`src/rtl/ahb_multi_slave_mux.sv`:
```
// AHB-Lite slave multiplexer: address decode, data-phase response mux
// and a built-in default slave that answers unmapped transfers with ERROR.
module ahb_multi_slave_mux #(
    parameter int NUM_SLAVES = 3,
    parameter int DATA_WIDTH = 32,
    parameter logic [NUM_SLAVES*32-1:0] SLV_BASE =
        {32'h8001_0000, 32'h8000_0000, 32'h0000_0000},
    parameter logic [NUM_SLAVES*32-1:0] SLV_MASK =
        {32'hFFFF_0000, 32'hFFFF_0000, 32'h8000_0000}
) (
    input  logic                             clk,
    input  logic                             async_reset,
    input  logic [31:0]                      HADDR,
    input  logic [1:0]                       HTRANS,
    input  logic                             HWRITE,
    input  logic                             HMASTLOCK,
    input  logic [2:0]                       HSIZE,
    input  logic [2:0]                       HBURST,
    input  logic [3:0]                       HPROT,
    input  logic [DATA_WIDTH-1:0]            HWDATA,
    output logic                             HREADY,
    output logic [DATA_WIDTH-1:0]            HRDATA,
    output logic [1:0]                       HRESP,
    output logic [NUM_SLAVES-1:0]            HSEL_s,
    input  logic [NUM_SLAVES-1:0]            HREADYOUT_s,
    input  logic [NUM_SLAVES-1:0]            HRESP_s,
    input  logic [NUM_SLAVES*DATA_WIDTH-1:0] HRDATA_s,
    output logic [15:0]                      err_count
);

    localparam logic [1:0] TR_IDLE = 2'b00;

    typedef enum logic [1:0] {
        ST_IDLE,
        ST_ERR1,
        ST_ERR2
    } st_e;

    st_e             st_q, st_d;
    logic            dp_vld_q, dp_vld_d;
    logic [2:0]      dp_idx_q, dp_idx_d;
    logic [15:0]     err_q, err_d;

    logic            hit;
    logic [2:0]      win_idx;
    logic            slv_rdy;
    logic            slv_rsp;
    logic [DATA_WIDTH-1:0] slv_rd;
    logic            hready;
    logic            rsp0;
    logic [DATA_WIDTH-1:0] rdata;
    logic            load_slv;
    logic            load_def;

    // Control signals are forwarded to slaves by wiring outside this block.
    logic unused_ctrl;
    assign unused_ctrl = ^{HWRITE, HMASTLOCK, HSIZE,
                           HBURST, HPROT, HWDATA};

    // Address decode; the downward scan lets the lowest index win.
    always_comb begin
        hit     = 1'b0;
        win_idx = 3'd0;
        for (int i = NUM_SLAVES - 1; i >= 0; i--) begin
            if ((HADDR & SLV_MASK[i*32 +: 32]) == SLV_BASE[i*32 +: 32]) begin
                hit     = 1'b1;
                win_idx = i[2:0];
            end
        end
    end

    // Select only for real transfers (NONSEQ/SEQ).
    always_comb begin
        HSEL_s = '0;
        for (int i = 0; i < NUM_SLAVES; i++) begin
            HSEL_s[i] = hit && HTRANS[1] && (win_idx == i[2:0]);
        end
    end

    // Response from the slave that owns the data phase.
    always_comb begin
        slv_rdy = 1'b1;
        slv_rsp = 1'b0;
        slv_rd  = '0;
        for (int i = 0; i < NUM_SLAVES; i++) begin
            if (dp_vld_q && dp_idx_q == i[2:0]) begin
                slv_rdy = HREADYOUT_s[i];
                slv_rsp = HRESP_s[i];
                slv_rd  = HRDATA_s[i*DATA_WIDTH +: DATA_WIDTH];
            end
        end
    end

    // Default-slave outputs, then next state of owner, FSM and counter.
    always_comb begin
        hready   = slv_rdy;
        rsp0     = slv_rsp;
        rdata    = slv_rd;
        st_d     = st_q;
        dp_vld_d = dp_vld_q;
        dp_idx_d = dp_idx_q;
        err_d    = err_q;
        unique case (st_q)
            ST_ERR1: begin
                hready = 1'b0;
                rsp0   = 1'b1;
                rdata  = '0;
            end
            ST_ERR2: begin
                hready = 1'b1;
                rsp0   = 1'b1;
                rdata  = '0;
            end
            default: ;
        endcase
        load_slv = hready && (HTRANS != TR_IDLE) && hit;
        load_def = hready && HTRANS[1] && !hit;
        if (hready) begin
            dp_vld_d = load_slv;
            dp_idx_d = win_idx;
        end
        unique case (st_q)
            ST_IDLE: if (load_def) st_d = ST_ERR1;
            ST_ERR1: st_d = ST_ERR2;
            ST_ERR2: st_d = load_def ? ST_ERR1 : ST_IDLE;
            default: st_d = ST_IDLE;
        endcase
        if (load_def && err_q != 16'hFFFF) begin
            err_d = err_q + 16'd1;
        end
    end

    // State registers; reset abandons any transfer in flight.
    always_ff @(posedge clk or negedge async_reset) begin
        if (!async_reset) begin
            st_q     <= ST_IDLE;
            dp_vld_q <= 1'b0;
            dp_idx_q <= 3'd0;
            err_q    <= 16'd0;
        end else begin
            st_q     <= st_d;
            dp_vld_q <= dp_vld_d;
            dp_idx_q <= dp_idx_d;
            err_q    <= err_d;
        end
    end

    assign HREADY    = hready;
    assign HRDATA    = rdata;
    assign HRESP     = {1'b0, rsp0};
    assign err_count = err_q;

endmodule

```
`config.mk`:
```
export PLATFORM = sky130hd
export DESIGN_NAME = ahb_multi_slave_mux
export DESIGN_NICKNAME = d
export VERILOG_FILES = /design/src/rtl/ahb_multi_slave_mux.sv
export SDC_FILE = /design/constraint.sdc
export NUM_CORES = 1
export LEC_CHECK = 0
export ABC_CLOCK_PERIOD_IN_PS = 2300
export CAP_MARGIN = 30
export CORE_AREA = 2 2 91 93
export DETAILED_ROUTE_END_ITERATION = 10
export DIE_AREA = 0 0 93 95
export GPL_TIMING_DRIVEN = 0
export PLACE_DENSITY = 0.77
export SYNTH_ARGS = -nofsm -noshare
export SYNTH_HDL_FRONTEND = slang
export SYNTH_SLANG_ARGS = --single-unit
```
`constraint.sdc`:
```
create_clock -name clk -period 2.3 [get_ports clk]
set_input_delay 0.345 -clock clk [delete_from_list [all_inputs] [get_ports clk]]
set_output_delay 0.345 -clock clk [all_outputs]
set_load 0.02 [all_outputs]
```
Word-level counts from Yosys, hierarchy flattened. Index checks and enable logic that the tools add are counted.

Register bits: 22. Output and inout port bits: 54. Input bits: 182. Word-level logic and storage cells: 55.

Muxes and demuxes: 21. Equal/unequal tests: 10. Add/subtract/negate cells: 1. Reductions and logical operators: 19.

Operators with widths (number): 32-bit 2-to-1 mux (4); 16-bit equality test, second input constant (2); 32-bit logical NOT (1); 16-bit by 1-bit adder with 16-bit output, second input constant (1); 16-bit inequality test, second input constant (1); 1-bit logical AND (12); 1-bit 2-to-1 mux (11); 2-bit 2-to-1 mux (4); 3-bit by 1-bit equality test with 1-bit output, second input constant (2); 3-bit by 2-bit equality test with 1-bit output, second input constant (2); 3-bit logical NOT (2); 2-bit one-hot mux with 3 select lines (1); 2-bit by 1-bit equality test with 1-bit output, second input constant (1); 2-bit equality test, second input constant (1); 2-bit logical NOT (1); 2-bit inequality test, second input constant (1); 1-bit one-hot mux with 2 select lines (1); 2-bit nonzero test (1); 2-bit OR reduction (1); 1-bit logical NOT (1).

Logic depth before layout (Yosys ltp).
Depth in word-level cells: 10. Depth in mapped cells: 9. Gate-level depth less buffers: 7.

Worst setup path after synthesis. No wires, ideal clock.

Path type: register to output. Start point: register st_q[0]. End point: output HRDATA[10]. Buffers on the path: 2. Data required time: 1.955 ns. Stages on the path, launching flop included: 8. Path slack: 0.159 ns. Arrival time: 1.796 ns. Path through: dfrtp_1 > inv_1 > ha_1 > nor2b_1 > clkbuf_1 > clkbuf_1 > o221ai_1 > nor2_1.

Word-level cells in the longest chain between the ends: 3. Elaborated cells on any way between the ends: 4. Classes of those cells: eq/ne: 2; mux: 1; reduce/logical: 1.

RTL lines: start: declaration (line 39) `st_e st_q, st_d;`; start signal: assignment (line 141) `st_q <= st_d;`; 2-bit equality test or 2-bit by 1-bit equality test with 1-bit output (tied branches) (line 103) `unique case (st_q)`; 2-bit OR reduction (no line) *; 32-bit 2-to-1 mux * (line 103); end: declaration (line 22) `output logic [DATA_WIDTH-1:0] HRDATA,`.

Every way passes the cells marked *; elsewhere a longest branch is shown, timed or not.

Final worst setup path.
Start point: register dp_idx_q[0]. End point: output HRDATA[23].

Word-level cells in the longest chain between the ends: 6. Elaborated cells on any way between the ends: 10. Classes of those cells: eq/ne: 2; mux: 4; reduce/logical: 4.

RTL lines: start: declaration (line 41) `logic [2:0] dp_idx_q, dp_idx_d;`; start signal: assignment (line 143) `dp_idx_q <= dp_idx_d;`; 3-bit logical NOT (line 86) `if (dp_vld_q && dp_idx_q == i[2:0]) begin`; 1-bit logical AND (line 86); 32-bit 2-to-1 mux (2 in a row) (line 86); 32-bit 2-to-1 mux * (line 86); 32-bit 2-to-1 mux * (line 103).

Marks and branches as above.

==> results by group <==
Min path
  • Hold Path Origin: err_count[11]
  • Hold endpoint: err_count[11]
  • Worst Hold Class: reg -> reg
  • Hold path cells: 1

Layout
  • Multi-input logic area: 1348 sq um
  • Number of diodes: 0
  • Final cell count without fillers: 526
  • Most frequent cells in the layout: clkdlybuf4s50_1, nor2_1, a21boi_0, o221ai_1, buf_2
  • Layout area overhead: 95.81%
  • Nets: 609
  • Most common cell after layout, fill and taps aside: clkdlybuf4s50_1
  • Final instance area: 3856 sq um
  • Fillers: 798
  • FF+latch area: 525.5 sq um
  • Layout cells sized above 1: 16.15%

Route
  • Vias/cell: 4.941
  • 1st-pass router iterations: 4
  • Final WL: 7953 microns
  • DRT antenna net count: 0
  • DR vias: 2599
  • DR WL/cell: 15.12 microns
  • Starting DRT DRC Count: 92
  • DRC Markers: 0

Critical path
  • Slowest CP cell: dfrtp_1
  • Req. time, crit path: 1.96 ns
  • Crit-path cells: buf_2 > or2_2 > clkbuf_2 > o221ai_1 > nor2_1 > buf_4
  • CP Max Fanout: 10
  • Critical path class: reg -> out
  • Worst r2r src: dp_idx_q[1]
  • Worst Reg-to-Reg Cells: 6
  • Crit path DAT: 1.86 ns
  • Crit start category: register
  • Worst setup EP type: primary output
  • Reg-to-reg endpoint: err_count[1]
  • Slowest Stage Delay on Critical Path: 0.39 ns
  • Reg2reg setup slack: 0.26 ns

Synth
  • Post-Syn Area: 1969 sq um
  • Gate Count Post-Synth: 241
  • EDFF count, synth: 0
  • Syn Area/Cell: 8.172 sq um
  • Sequential area share after synthesis: 26.68%
  • Ys Warns: 0
  • Async SR Flop Fraction: 100.0%
  • Top FF cell, synth: dfrtp_1
  • Synth cell types: 37
  • Synthesized flop and latch total: 21
  • Syn Nets: 428

GRT
  • First-pass GRT wire length: 12300 microns
  • Grt total ovfl: 0
  • Vias in the first global route: 2566
  • Gr usage total: 16.78%
  • Largest net degree at the start of global routing: 22
  • Antenna violations before repair: 0

Clock network
  • Num CTS Buffers: 3
  • Clock Tree Root: clkbuf_8
  • CTS tree: done
  • # clock sinks: 21
  • Max clock buf depth: 2
  • Max H-tree Level: 1
  • # hold bufs at CTS: 0
  • Latest clock arrival within the worst-skew pair: 0.26 ns
  • Clock transition at path regs: 0.07 ns

Place
  • Post-DP Area: 3842 sq um
  • Buffers on Ports: 174
  • Placed insts: 520
  • GPL Wtd Cong: 0.9082
  • Post-DP HPWL: 6278 microns

Timing
  • Relative slew slack: 37.98%
  • Clock Skews: 0.002114 ns
  • Slew Limit Fails: 0
  • Worst Hold Slack: 0.4933 ns
  • Worst Tran Pin Value: 0.9274 ns
  • Crit share post-route: 95.94%
  • Min Tclk post-route: 2.207 ns
  • Final Hold Viols: 0
  • RSZ-0062 raised after global routing: false
  • Final setup viols: 0
  • Max Clock Freq: 0.4532 GHz

Pwr
  • Peak VDD IR: 0.0006336 V
  • Int Power: 1526 uW
  • Part of the power in combinational logic: 72.5%
  • Sequential Power Share: 18.8%
  • PD cells: 710.7 nW/um^2
  • Net Switching: 1214 uW
  • Net Sw Frac: 44.30%
  • Clock power share: 8.7%
  • Leakage power: 0.001581 uW
  • Pwr Total: 2740 uW

Die
  • Die ar.: 8835 sq um
  • Top Ports: 236
  • Die Height: 95 microns
  • Starting Density: 24.84%
  • Die Wd: 93 microns
  • Core ar.: 7928 sq um
  • Placement Rows: 33

Run status
  • Status: finished clean

Flow run
  • Max-cap violations: 0
cell usage after synthesis, drive strengths merged, types with 5 or more instances:
library cell	n	share of area (%)
buf	6	2.2
nand4	9	2.9
and3	6	1.9
a21boi	32	12
dfrtp	21	27
inv	6	1.1
nor2	38	7.2
nand3	11	2.8
nand2	8	1.9
xnor2	14	6.2
clkbuf	17	3.2
o221ai	32	14
ha	5	3.2
through the flow:
step / TNS (ns) / worst slack, ns / util, %
global route: 0 / 0.01534 / 48.64
finish: 0 / 0.09340 / 48.64
CTS: 0 / 0.0005234 / 49.23
global placement: -19.71 / -0.6711 / 48.47
floorplan: 0 / 0.1587 / -
detailed placement: -19.84 / -0.6966 / 48.47
metal layers:
layer | track usage (%) | part of all wire [%] | up-vias
li1 | - | - | 1268
met1 | 20.08 | 39 | 1212
met2 | 30.74 | 50 | 111
met3 | 3.990 | 9.6 | 8
met4 | 3.309 | 1.2 | 0
met5 | 0 | 0 | -
power groups by stage:
stage / logic [uW] / clock network, uW / registers [uW]
floorplan: 1030 / 0 / 554
finish: 1990 / 239 / 515
global route: 2140 / 261 / 530
detailed placement: 1990 / 0 / 520
global placement: 1970 / 0 / 516
CTS: 1980 / 244 / 516
cell type report:
class                   instances  share of cell area (%)
inverters                       6                  0.5840
plain buffers                  22                   4.510
repair buffers                177                   41.76
multi-input cells             191                   34.94
clock buffers                   4                   1.168
flip-flops and latches         21                   13.63
well taps                     105                   3.407
worst max path at each step:
stage | from | endpoint | cells after the start
after global placement | st_q[0] | HRDATA[3] | 8
after floorplan | st_q[0] | HRDATA[10] | 7
after detailed placement | st_q[0] | HRDATA[5] | 8
after CTS | st_q[0] | HRDATA[30] | 8
final | dp_idx_q[0] | HRDATA[23] | 6
after global routing | dp_idx_q[0] | HRDATA[26] | 6
critical path, delay by kind of cell (launching register included):
kind,cells,cell delay [ns]
flip-flops,1,0.39
buffers and inverters,3,0.56
AO/OA/AOI/OAI,1,0.20
AND/OR/NAND/NOR,2,0.44
timing repair:
item,4_1_cts,5_1_grt
setup endpoints to repair,36,32
buffers inserted,1,2
gates resized for setup,139,30
pin swaps,1,5
gates cloned,0,0
endpoints found under the hold margin,0,0
cells by family after synthesis:
| kind of cell | count (synthesis) | share of synthesized area, % |
|---|---|---|
| fa+ha+maj | 5 | 3.177 |
| compound gates | 76 | 31.19 |
| xor+xnor | 14 | 6.226 |
| buf+inv | 29 | 6.543 |
| other cells | 1 | 0.1904 |
| simple gates | 91 | 23.57 |
| flops | 21 | 26.68 |
| mux | 4 | 2.414 |
sequential cells by signal, summed over array words and instances (netlist names):
register	cells
dp_idx_q	2
dp_vld_q	1
err_count	16
st_q	2
No activity file was read; power rests on OpenSTA's default activity.
